--- src/rtl/mips_cpu_control_seq.sv ---
// mips_cpu_control_seq
// Multi-cycle sequencer for the MIPS CPU. Steps each instruction through
// FETCH, EXEC, MEM, WB and MULDIV, stalls bus accesses on waitrequest,
// times the HI/LO unit, handles the optional branch delay slot and stops
// the core when a fetch hits HALT_ADDR.
//
// Ports:
//   clk, reset          clock and asynchronous active-high reset
//   waitrequest         memory busy, hold the current access
//   Instr               instruction register (valid from EXEC onward)
//   ALUCond             branch condition, used in EXEC
//   DecRegWrite         decoder register-write request
//   PCCurrent           architectural PC (halt detection)
//   active, State       core running flag and current state
//   Ctrl*               strobes for bus, IR, PC, register file and HI/LO
module mips_cpu_control_seq #(
    parameter int unsigned MULDIV_CYCLES = 32,
    parameter bit          DELAY_SLOT    = 1'b1,
    parameter logic [31:0] HALT_ADDR     = 32'h0000_0000
) (
    input  logic        clk,
    input  logic        reset,
    input  logic        waitrequest,
    input  logic [31:0] Instr,
    input  logic        ALUCond,
    input  logic        DecRegWrite,
    input  logic [31:0] PCCurrent,
    output logic        active,
    output logic [2:0]  State,
    output logic        CtrlMemRead,
    output logic        CtrlMemWrite,
    output logic        CtrlAddrSel,
    output logic        CtrlIRWrite,
    output logic        CtrlPCWrite,
    output logic [1:0]  CtrlPCSel,
    output logic        CtrlBTLatch,
    output logic        CtrlRegWriteEn,
    output logic        CtrlSpcStart,
    output logic        CtrlSpcRegWriteEn
);

    typedef enum logic [2:0] {
        S_IDLE   = 3'd0,
        S_FETCH  = 3'd1,
        S_EXEC   = 3'd2,
        S_MEM    = 3'd3,
        S_WB     = 3'd4,
        S_MULDIV = 3'd5,
        S_HALTED = 3'd6
    } state_t;

    typedef enum logic [2:0] {
        C_ALU    = 3'd0,
        C_LOAD   = 3'd1,
        C_STORE  = 3'd2,
        C_MULDIV = 3'd3,
        C_JUMP   = 3'd4,
        C_BRANCH = 3'd5
    } iclass_t;

    localparam logic [5:0] MD_LOAD = 6'(MULDIV_CYCLES - 32'd1);

    // Coarse instruction class from opcode and SPECIAL funct field.
    function automatic iclass_t classify(input logic [5:0] op, input logic [5:0] fn);
        iclass_t c;
        case (op)
            6'd0: begin
                case (fn)
                    6'd8, 6'd9:                   c = C_JUMP;
                    6'd24, 6'd25, 6'd26, 6'd27:   c = C_MULDIV;
                    default:                      c = C_ALU;
                endcase
            end
            6'd1, 6'd4, 6'd5, 6'd6, 6'd7:         c = C_BRANCH;
            6'd2, 6'd3:                           c = C_JUMP;
            6'd32, 6'd33, 6'd34, 6'd35,
            6'd36, 6'd37, 6'd38:                  c = C_LOAD;
            6'd40, 6'd41, 6'd43:                  c = C_STORE;
            default:                              c = C_ALU;
        endcase
        return c;
    endfunction

    state_t     state_r;
    logic       pending_r;
    logic [5:0] cnt_r;
    logic       active_r;

    iclass_t    cls_s;
    logic       taken_s;
    logic       halt_s;
    logic       latch_s;
    logic [1:0] sel_s;
    logic       unused_s;

    assign unused_s = ^{Instr[25:6]};
    assign State    = state_r;
    assign active   = active_r;

    // Decode helpers shared by the next-state and strobe logic.
    always_comb begin
        cls_s   = classify(Instr[31:26], Instr[5:0]);
        taken_s = (cls_s == C_JUMP) || ((cls_s == C_BRANCH) && ALUCond);
        halt_s  = (PCCurrent == HALT_ADDR) && !pending_r;
        // A branch sitting in a delay slot never re-latches its target.
        latch_s = (state_r == S_EXEC) && taken_s && DELAY_SLOT && !pending_r;
        if (pending_r) begin
            sel_s = 2'd1;
        end else if ((state_r == S_EXEC) && taken_s && !DELAY_SLOT) begin
            sel_s = 2'd2;
        end else begin
            sel_s = 2'd0;
        end
    end

    // State, delay-slot flag, MULDIV counter and run flag.
    always_ff @(posedge clk or posedge reset) begin
        if (reset) begin
            state_r   <= S_IDLE;
            pending_r <= 1'b0;
            cnt_r     <= 6'd0;
            active_r  <= 1'b0;
        end else begin
            case (state_r)
                S_IDLE: begin
                    state_r  <= S_FETCH;
                    active_r <= 1'b1;
                end
                S_FETCH: begin
                    if (halt_s) begin
                        state_r  <= S_HALTED;
                        active_r <= 1'b0;
                    end else if (!waitrequest) begin
                        state_r <= S_EXEC;
                    end else begin
                        state_r <= S_FETCH;
                    end
                end
                S_EXEC: begin
                    case (cls_s)
                        C_LOAD, C_STORE: state_r <= S_MEM;
                        C_MULDIV: begin
                            cnt_r   <= MD_LOAD;
                            state_r <= S_MULDIV;
                        end
                        default: begin
                            // Commit: sets the flag on a fresh taken branch,
                            // clears it when this is the delay-slot instruction.
                            pending_r <= latch_s;
                            state_r   <= S_FETCH;
                        end
                    endcase
                end
                S_MEM: begin
                    if (waitrequest) begin
                        state_r <= S_MEM;
                    end else if (cls_s == C_STORE) begin
                        pending_r <= 1'b0;
                        state_r   <= S_FETCH;
                    end else begin
                        state_r <= S_WB;
                    end
                end
                S_WB: begin
                    pending_r <= 1'b0;
                    state_r   <= S_FETCH;
                end
                S_MULDIV: begin
                    if (cnt_r == 6'd0) begin
                        pending_r <= 1'b0;
                        state_r   <= S_FETCH;
                    end else begin
                        cnt_r <= cnt_r - 6'd1;
                    end
                end
                S_HALTED: state_r <= S_HALTED;
                default:  state_r <= S_IDLE;
            endcase
        end
    end

    // Strobe decode from state and live inputs; IDLE and HALTED drive nothing.
    always_comb begin
        CtrlMemRead       = 1'b0;
        CtrlMemWrite      = 1'b0;
        CtrlAddrSel       = 1'b0;
        CtrlIRWrite       = 1'b0;
        CtrlPCWrite       = 1'b0;
        CtrlPCSel         = 2'd0;
        CtrlBTLatch       = 1'b0;
        CtrlRegWriteEn    = 1'b0;
        CtrlSpcStart      = 1'b0;
        CtrlSpcRegWriteEn = 1'b0;
        case (state_r)
            S_FETCH: begin
                if (halt_s) begin
                    CtrlMemRead = 1'b0;
                end else begin
                    CtrlMemRead = 1'b1;
                    CtrlIRWrite = !waitrequest;
                end
            end
            S_EXEC: begin
                case (cls_s)
                    C_LOAD, C_STORE: CtrlSpcStart = 1'b0;
                    C_MULDIV:        CtrlSpcStart = 1'b1;
                    default: begin
                        CtrlRegWriteEn = DecRegWrite;
                        CtrlPCWrite    = 1'b1;
                        CtrlPCSel      = sel_s;
                        CtrlBTLatch    = latch_s;
                    end
                endcase
            end
            S_MEM: begin
                CtrlAddrSel = 1'b1;
                if (cls_s == C_STORE) begin
                    CtrlMemWrite = 1'b1;
                    CtrlPCWrite  = !waitrequest;
                    CtrlPCSel    = sel_s;
                end else begin
                    CtrlMemRead = 1'b1;
                end
            end
            S_WB: begin
                CtrlRegWriteEn = DecRegWrite;
                CtrlPCWrite    = 1'b1;
                CtrlPCSel      = sel_s;
            end
            S_MULDIV: begin
                if (cnt_r == 6'd0) begin
                    CtrlSpcRegWriteEn = 1'b1;
                    CtrlPCWrite       = 1'b1;
                    CtrlPCSel         = sel_s;
                end else begin
                    CtrlSpcRegWriteEn = 1'b0;
                end
            end
            default: CtrlPCWrite = 1'b0;
        endcase
    end

endmodule

--- config.mk ---
export PLATFORM = sky130hd
export DESIGN_NAME = mips_cpu_control_seq
export DESIGN_NICKNAME = d
export VERILOG_FILES = /design/src/rtl/mips_cpu_control_seq.sv
export SDC_FILE = /design/constraint.sdc
export NUM_CORES = 1
export LEC_CHECK = 0
export BUFFER_PORTS_ARGS = -buffer_cell sky130_fd_sc_hd__buf_4
export CAP_MARGIN = 0
export CORE_MARGIN = 2
export CORE_UTILIZATION = 41
export CTS_CLUSTER_DIAMETER = 150
export DETAILED_ROUTE_END_ITERATION = 10
export GPL_TIMING_DRIVEN = 0
export PLACE_DENSITY_LB_ADDON = 0.05
export SLEW_MARGIN = 25
export SYNTH_ARGS = -nofsm -noshare
export SYNTH_HDL_FRONTEND = slang
export SYNTH_SLANG_ARGS = --single-unit
--- constraint.sdc ---
create_clock -name clk -period 4.3 [get_ports clk]
set_clock_uncertainty 0.05 [all_clocks]
set_input_delay 1.075 -clock clk [delete_from_list [all_inputs] [get_ports clk]]
set_output_delay 1.075 -clock clk [all_outputs]
set_load 0.01 [all_outputs]
Yosys cells after proc, flatten, opt, wreduce, memory -nomap -nowiden. Cells that the tools add are included.

Input port bits: 69. Flip-flop bits (word level): 11. Output and inout port bits: 15.

Reductions and logical operators: 26. Eq/ne operators: 41. Mux-type cells: 43. $add $sub $neg: 1.

Operators by type and width (number): $eq A6 B6 Y1 const B (10); $logic_not A32 Y1 (1); $eq A6 B3 Y1 const B (4); $eq A6 B5 Y1 const B (4); $mux W1 (22); $pmux W3 S6 (1); $eq A3 B3 Y1 const B (5); $pmux W3 S5 (1); $eq A3 B2 Y1 const B (4); $eq A6 B2 Y1 const B (2); $eq A6 B4 Y1 const B (2); $logic_not A6 Y1 (2); $mux W3 (4); $mux W6 (2); $ne A2 B2 Y1 const B (6); $pmux W3 S2 (2); $pmux W6 S2 (1); $mux W2 (4); $pmux W1 S4 (2); $pmux W2 S4 (1); $reduce_or A2 Y1 (4); $reduce_or A7 Y1 (1); $eq A3 B1 Y1 const B (2); $eq A6 B1 Y1 const B (1); 15 further kinds (23).

Depth between registers and ports, before layout. Gate-level depths: netlist of run 1.

Depth in word-level cells: 11. Depth in mapped cells: 7.

Worst setup path before layout of run 1. OpenSTA, ideal clock, no wires.

Kind: input to output. Start: in Instr[30]. End: out CtrlPCSel[0]. Arrival time: 2.118 ns. Stages on the path: 5. Buffers on the path: 0. Slack: 1.057 ns. Path through: nand2b_1 nor4b_4 nand2b_1 a22oi_1 a211oi_1.

Word-level cells in the longest chain between the ends: 7.

Ends and longest elaborated chain: from (decl) (RTL line 24) `input logic [31:0] Instr,`; $eq A6 B6 Y1, or another cell as far along (RTL line 66) `case (op)`; $reduce_or A7 Y1, or another cell as far along (RTL line 66); $pmux W3 S5 (*) (RTL line 66); $eq A3 B2 Y1, or another cell as far along (RTL line 204, 217); $reduce_or A3 Y1 (no line); $mux W2 (RTL line 204) `case (cls_s)`; $pmux W2 S4 (*) (RTL line 194) `case (state_r)`; to (decl) (RTL line 35) `output logic [1:0] CtrlPCSel,`.

Every way passes the cells marked *; elsewhere a longest branch is shown, timed or not.

Worst setup path in the final report of run 1. Ends and elaborated chain as after synthesis.

==> results of run 1 <==
[kinds of logic (layout without fill, tap and decap cells)]
| kind of cell | after synthesis | after routing | synth area share, % |
|---|---|---|---|
| AOI/OAI and AO/OA | 27 | 27 | 20.5 |
| xor gates and xnor gates | 3 | 3 | 2.72 |
| adders and majority gates | 1 | 1 | 1.30 |
| buffers and inverters | 14 | 79 | 6.09 |
| DFF | 11 | 11 | 28.5 |
| muxes | 1 | 1 | 1.17 |
| other | 1 | 1 | 0.388 |
| and+or+nand+nor | 63 | 63 | 39.4 |
[cell usage after synthesis, types with 4 or more instances]
library cell	number	area, µm²
dfrtp_1	11	275
nor4_1	5	31.3
a31oi_1	4	25.0
inv_1	9	33.8
a21oi_1	4	20.0
nand2b_1	5	31.3
nor3_1	5	25.0
nor2b_1	4	25.0
nand2_1	10	37.5
nor2_1	12	45.0
[worst max-delay path, delay by kind of cell]
kind | cells | cell delay (ns)
AOI/OAI and AO/OA | 2 | 0.33
buffers and inverters | 2 | 0.29
and+or+nand+nor | 3 | 0.71
[per-layer routing]
metal / up-vias / share of wire (%) / routed length [µm] / global-route usage [%]
li1: 578 / - / - / -
met1: 545 / 40 / 1120 / 24.6
met2: 53 / 51 / 1410 / 38.5
met3: 6 / 6.7 / 185 / 3.71
met4: 0 / 2.1 / 57 / 12.0
met5: - / 0 / 0 / 0
[path summary, 6_finish.rpt]
check	from	end	slack (ns)
max	Instr[30]	CtrlPCSel[0]	0.75
min	active	active	0.47
max reg2reg	pending_r	State[0]	2.53
min reg2reg	active	active	0.47
max in group asynchronous	reset	cnt_r[0]	3.15
min in group asynchronous	reset	State[0]	0.73
[layout make-up]
class | instances | area share [%]
inverters | 9 | 2.27
multi-input cells | 96 | 42.5
clock buffers | 4 | 1.77
plain buffers | 5 | 1.68
flip-flops and latches | 11 | 18.5
repair buffers | 61 | 30.8
well taps | 28 | 2.36
[metrics by stage]
stage / utilization, % / cell area (µm²)
global route: 67.1 / 1490
detailed placement: 66.0 / 1460
global placement: 66.0 / 1460
finish: 67.1 / 1490
floorplan: - / 966
CTS: 67.1 / 1490
[cell usage in the layout (no fill, tap or decap), types with 4 or more instances in the layout]
| cell | count |
|---|---|
| dfrtp_1 | 11 |
| a21oi_1 | 4 |
| a31oi_1 | 4 |
| buf_4 | 62 |
| nand2b_1 | 5 |
| nand2_1 | 10 |
| nor3_1 | 5 |
| nor2b_1 | 4 |
| nor4_1 | 5 |
| nor2_1 | 12 |
| inv_1 | 9 |
[registers in the layout, indices dropped and copies added (netlist names)]
name,cells
State,3
active,1
cnt_r,6
pending_r,1
[power groups by stage]
stage	combinational (mW)	clock (mW)	sequential, mW
2_1_floorplan	0.195	0	0.172
3_3_place_gp	0.322	0	0.173
3_5_place_dp	0.332	0	0.174
4_1_cts	0.334	0.0762	0.172
5_1_grt	0.369	0.0800	0.177
6_report	0.335	0.0756	0.172
==> summary.txt, run 1 <==
Yosys
  • Avg Synthesized Cell Area: 7.98 µm²
  • Top FF cell, synth: dfrtp_1
  • Number of synthesized register bits: 11
  • Gate count after technology mapping: 121
  • Yosys warning total: 0
  • Synth Net Count: approximately 190
  • EDFF count, synth: 0
  • Sequential fraction of the synthesis area: 28.5%
  • Fraction of registers with async set or reset after synthesis: 100%
  • Post-synthesis instance area: 966 µm²
  • Unique cell type count in the Yosys netlist: 43

Hold path
  • Hold path cells: 2
  • Hold WC Path Type: flop to flop

Final layout
  • Proportion of layout cells with a drive suffix above 1: 39.2%
  • Layout overhead on the synthesized area: 53.8%
  • Nets@finish: 257
  • Area taken by multi-input logic gates: around 630 µm²
  • Count of fill cells added during filler insertion: 180
  • Area used by sequential logic in the layout: 275 µm²
  • Antenna cells: 0
  • Final standard cell count with taps included and fillers excluded: 214

Power
  • Sw Pwr: approximately 0.25 mW
  • Power after layout: 0.582 mW
  • P_int: 0.332 mW
  • Sw frac: 43.0%
  • Leak pwr: roughly 0.67 nW
  • Part of the power in registers: 29.5%
  • Combinational group share of total power: 57.5%
  • Clock network power share: 13.0%
  • Power per Cell Area: 392 mW/mm²
  • Peak VDD IR: 0.324 mV

Placement
  • Routability Congestion: ~0.8
  • Placed instance count: 210
  • Post-placement setup slack: 0.756 ns
  • Port Buffer Count: 61
  • DP HPWL: roughly 2300 µm

STA
  • Number of endpoints failing setup at the final stage: 0
  • Highest Clock Rate: 0.282 GHz
  • Setup TNS after final layout: 0 ns
  • Final Critical Period: 3.55 ns
  • Max-slew violations: 0
  • Minimum hold slack: 0.474 ns
  • Final hold violations: 0
  • Unrepaired setup endpoints after global routing: false
  • Worst setup margin: 0.753 ns
  • Post-route clock period utilization: 82.5%

Critical path
  • Delay of the slowest cell on the worst path: 0.38 ns
  • Critical Path Source Type: primary input
  • Kind of critical path: primary input to output pin
  • Top fanout value on the critical path: 5
  • CP cell instances: buf_4, nand2b_1, nor4b_4, nand2b_1, a22oi_1, a211oi_1, buf_4
  • Cell at the slowest stage of the critical path: nor4b_4
  • Required time worst endpoint: 3.17 ns
  • Arr. time, crit path: ~2.4 ns
  • Cell depth of the worst flop-to-flop path: 5
  • Kind of capture point of the worst setup path: output pin

Clock network
  • Post-cts repair resize count: 0
  • Clock slew at reported path FFs: 0.07 ns
  • Maximum level of the CTS H-tree: 1
  • Number of buffers added to fix hold violations after cts: 0
  • Clock latency at the later pin of the worst-skew pair: 0.28 ns
  • Clock sink total: 11
  • CTS buffer count: 3
  • Clock buffer depth: 2
  • Clock tree from TritonCTS: yes
  • Post-CTS setup buffer count: 0
  • Clock root buffer master: clkbuf_4

Floorplan
  • Die area: 0.00276 mm²
  • Number of top-level design ports: 84
  • Std-Cell Rows: 17
  • Vertical die dimension: 52.5 µm
  • Initial core utilization: 43.7%
  • Placeable core region: between 0.002 and 0.0025 mm²
  • Die Width: 52.5 µm

Detailed routing
  • Routed via count: 1182
  • Final Routed Wirelength: 2770 µm
  • Vias/cell: approximately 5.5
  • Violation count after the first detailed-routing iteration: 15
  • Routed Antenna Nets: 0
  • DRC violations left: 0
  • DRT Pass-1 Iters: 4
  • Final routed wire length divided by cell count: between 10 and 15 µm

Global route
  • Largest net degree at the start of global routing: 12
  • Global routing usage summed across all routing layers: 21.9%
  • Number of antenna violations at the first check in global routing: 0
  • Vias in the first global route: 1127
  • Remaining global-route overflow: 0
  • First-pass GRT wire length: around 4500 µm

Run status
  • Status: completed

Run
  • Number of max-capacitance violations reported: 0
No activity file was read; power rests on OpenSTA's default activity.
==> inputs of run 2 (changes only) <==
--- a/config.mk
+++ b/config.mk
@@ -8,7 +8,7 @@
 export BUFFER_PORTS_ARGS = -buffer_cell sky130_fd_sc_hd__buf_4
 export CAP_MARGIN = 0
 export CORE_MARGIN = 2
-export CORE_UTILIZATION = 41
+export CORE_UTILIZATION = 38
 export CTS_CLUSTER_DIAMETER = 150
 export DETAILED_ROUTE_END_ITERATION = 10
 export GPL_TIMING_DRIVEN = 0
==> constraint.sdc (replaced) <==
create_clock -name clk -period 3.6 [get_ports clk]
set_clock_uncertainty 0.05 [all_clocks]
set_input_delay 0.9 -clock clk [delete_from_list [all_inputs] [get_ports clk]]
set_output_delay 0.9 -clock clk [all_outputs]
set_load 0.01 [all_outputs]
==> run 2 against run 1 <==
Hold slack worse by 0.012 ns; cell count increased by 0.93%; power grew 18%; combinational power is 18% higher.
==> summary.txt, run 2 (synthesis results as in run 1) <==
Run status
  • Status: completed

STA
  • Setup TNS after final layout: 0 ns (unchanged)
  • Minimum hold slack: 0.462 ns (-0.0118 ns)
  • Final hold violations: 0 (unchanged)
  • Post-route clock period utilization: just under 90%
  • Number of endpoints failing setup at the final stage: 0 (unchanged)
  • Highest Clock Rate: 0.310 GHz
  • Unrepaired setup endpoints after global routing: false
  • Final Critical Period: around 3.2 ns
  • Max-slew violations: 0 (unchanged)

Critical path
  • Arr. time, crit path: 2.27 ns (-0.15 ns)
  • Kind of critical path: primary input to output pin
  • Required time worst endpoint: 2.65 ns (-0.52 ns)
  • Kind of capture point of the worst setup path: output pin
  • Top fanout value on the critical path: 6 (+1)
  • Critical Path Source Type: primary input

Floorplan
  • Die area: 0.00296 mm² (+7.3%)
  • Vertical die dimension: 54.4 µm (+3.6%)
  • Die Width: 54.4 µm (+3.6%)
  • Placeable core region: 0.00243 mm² (+10%)
  • Initial core utilization: 39.7% (-4.0 points)
  • Std-Cell Rows: 18 (+1)
  • Number of top-level design ports: 84 (unchanged)

Final layout
  • Antenna cells: 0 (unchanged)
  • Proportion of layout cells with a drive suffix above 1: 39.8% (+0.54 points)
  • Area used by sequential logic in the layout: 275 µm² (unchanged)
  • Layout overhead on the synthesized area: 54.1%
  • Count of fill cells added during filler insertion: 231 (+28%)
  • Top library cells by usage in the layout, fill and taps aside: buf_4 (62), nor2_1 (12), dfrtp_1 (11)
  • Largest reg by FF count: cnt_r
  • Leading cell type in the layout, fill and taps excluded: buf_4
  • Area taken by multi-input logic gates: 632 µm² (unchanged)
  • Nets@finish: 257 (unchanged)
  • Largest register FFs: 6 (unchanged)

Power
  • Power after layout: 0.689 mW (+18%)
  • Leak pwr: 0.674 nW (+0.41%)
  • Peak VDD IR: 0.317 mV (-1.9%)
  • Power per Cell Area: 463 mW/mm² (+18%)

Clock network
  • Clock sink total: 11 (unchanged)
  • Post-cts repair resize count: 0 (unchanged)
  • Number of buffers added to fix hold violations after cts: 0 (unchanged)
  • Post-CTS setup buffer count: 0 (unchanged)
  • Clock slew at reported path FFs: 0.07 ns (about the same)
  • CTS buffer count: 3 (unchanged)
  • Clock latency at the later pin of the worst-skew pair: 0.27 ns (about the same)
  • Clock buffer depth: 2 (unchanged)
  • Clock root buffer master: clkbuf_4
  • Clock tree from TritonCTS: yes
  • Maximum level of the CTS H-tree: 1 (unchanged)

Detailed routing
  • Routed via count: 1149 (-2.8%)
  • DRT Pass-1 Iters: 4 (unchanged)
  • Final Routed Wirelength: 2610 µm (-5.8%)
  • Vias/cell: 5.32 (-3.7%)
  • Violation count after the first detailed-routing iteration: 11 (-4)
  • Final routed wire length divided by cell count: 12.1 µm (-6.6%)
  • Routed Antenna Nets: 0 (unchanged)
  • DRC violations left: 0 (unchanged)

Run
  • Number of max-capacitance violations reported: 0 (unchanged)

Global route
  • Number of antenna violations at the first check in global routing: 0 (unchanged)
  • First-pass GRT wire length: 4300 µm (-4.6%)
  • Global routing usage summed across all routing layers: 19.7% (-2.1 points)
  • Remaining global-route overflow: 0 (unchanged)
  • Vias in the first global route: 1061 (-5.9%)
  • Largest net degree at the start of global routing: 12 (unchanged)

Placement
  • DP HPWL: 2200 µm (-3.4%)
  • Routability Congestion: 0.793 (-1.6%)
  • Port Buffer Count: 61 (unchanged)

Hold path
  • Hold WC Path Type: flop to flop
==> run 2: cell count changes in the layout (fill, tap and decap cells not counted) <==
cell	before	now
clkbuf_1	3	2
clkinv_2	0	1
==> run 2: path summary, 6_finish.rpt <==
path / startpoint / endpoint / slack [ns] / depth (start not counted)
max: PCCurrent[1] / CtrlIRWrite / 0.38 / 7
min: active / active / 0.46 / 2
max reg2reg: pending_r / State[0] / 1.77 / 5
min reg2reg: active / active / 0.46 / 2
max in group asynchronous: reset / cnt_r[3] / 2.64 / 2
min in group asynchronous: reset / State[0] / 0.57 / 2
==> run 2: routing by layer <==
layer / GRT usage (%) / vias to the layer above / share of wire (%)
li1: - / 583 / -
met5: 0 / - / 0
met1: 23.5 / 519 / 43
met3: 1.64 / 4 / 5.6
met2: 35.1 / 43 / 50
met4: 9.58 / 0 / 1.2
==> run 2: final cells by class <==
type                       instances  share of cell area [%]
multi-input combinational         96                    42.4
inverter                           9                    2.27
tap                               30                    2.52
buffer                             5                    1.68
sequential                        11                    18.5
timing repair buffer              61                    30.8
clock inverter                     1                   0.336
clock buffer                       3                    1.51
==> run 2: critical path: stages <==
cell,delay [ns]
buf_4,0.11
nor4_1,0.31
nand4_1,0.14
or3_1,0.34
buf_2,0.16
nor4b_1,0.14
buf_4,0.16
==> run 2: stage by stage <==
stage | cell area (µm²) | cells | worst slack (ns) | utilization [%]
floorplan | 966 | 121 | 0.707 | -
global placement | 1460 | 212 | 0.416 | 60.1
detailed placement | 1460 | 212 | 0.354 | 60.1
CTS | 1490 | 216 | 0.345 | 61.2
global route | 1490 | 216 | 0.274 | 61.2
finish | 1490 | 216 | 0.378 | 61.2
==> run 2: report_power, final <==
group	internal, mW	switching (mW)	leakage [nW]
Sequential	0.166	0.0424	0.119
Clock	0.0411	0.0460	0.0177
Combinational	0.187	0.207	0.538
Total	0.394	0.295	0.674
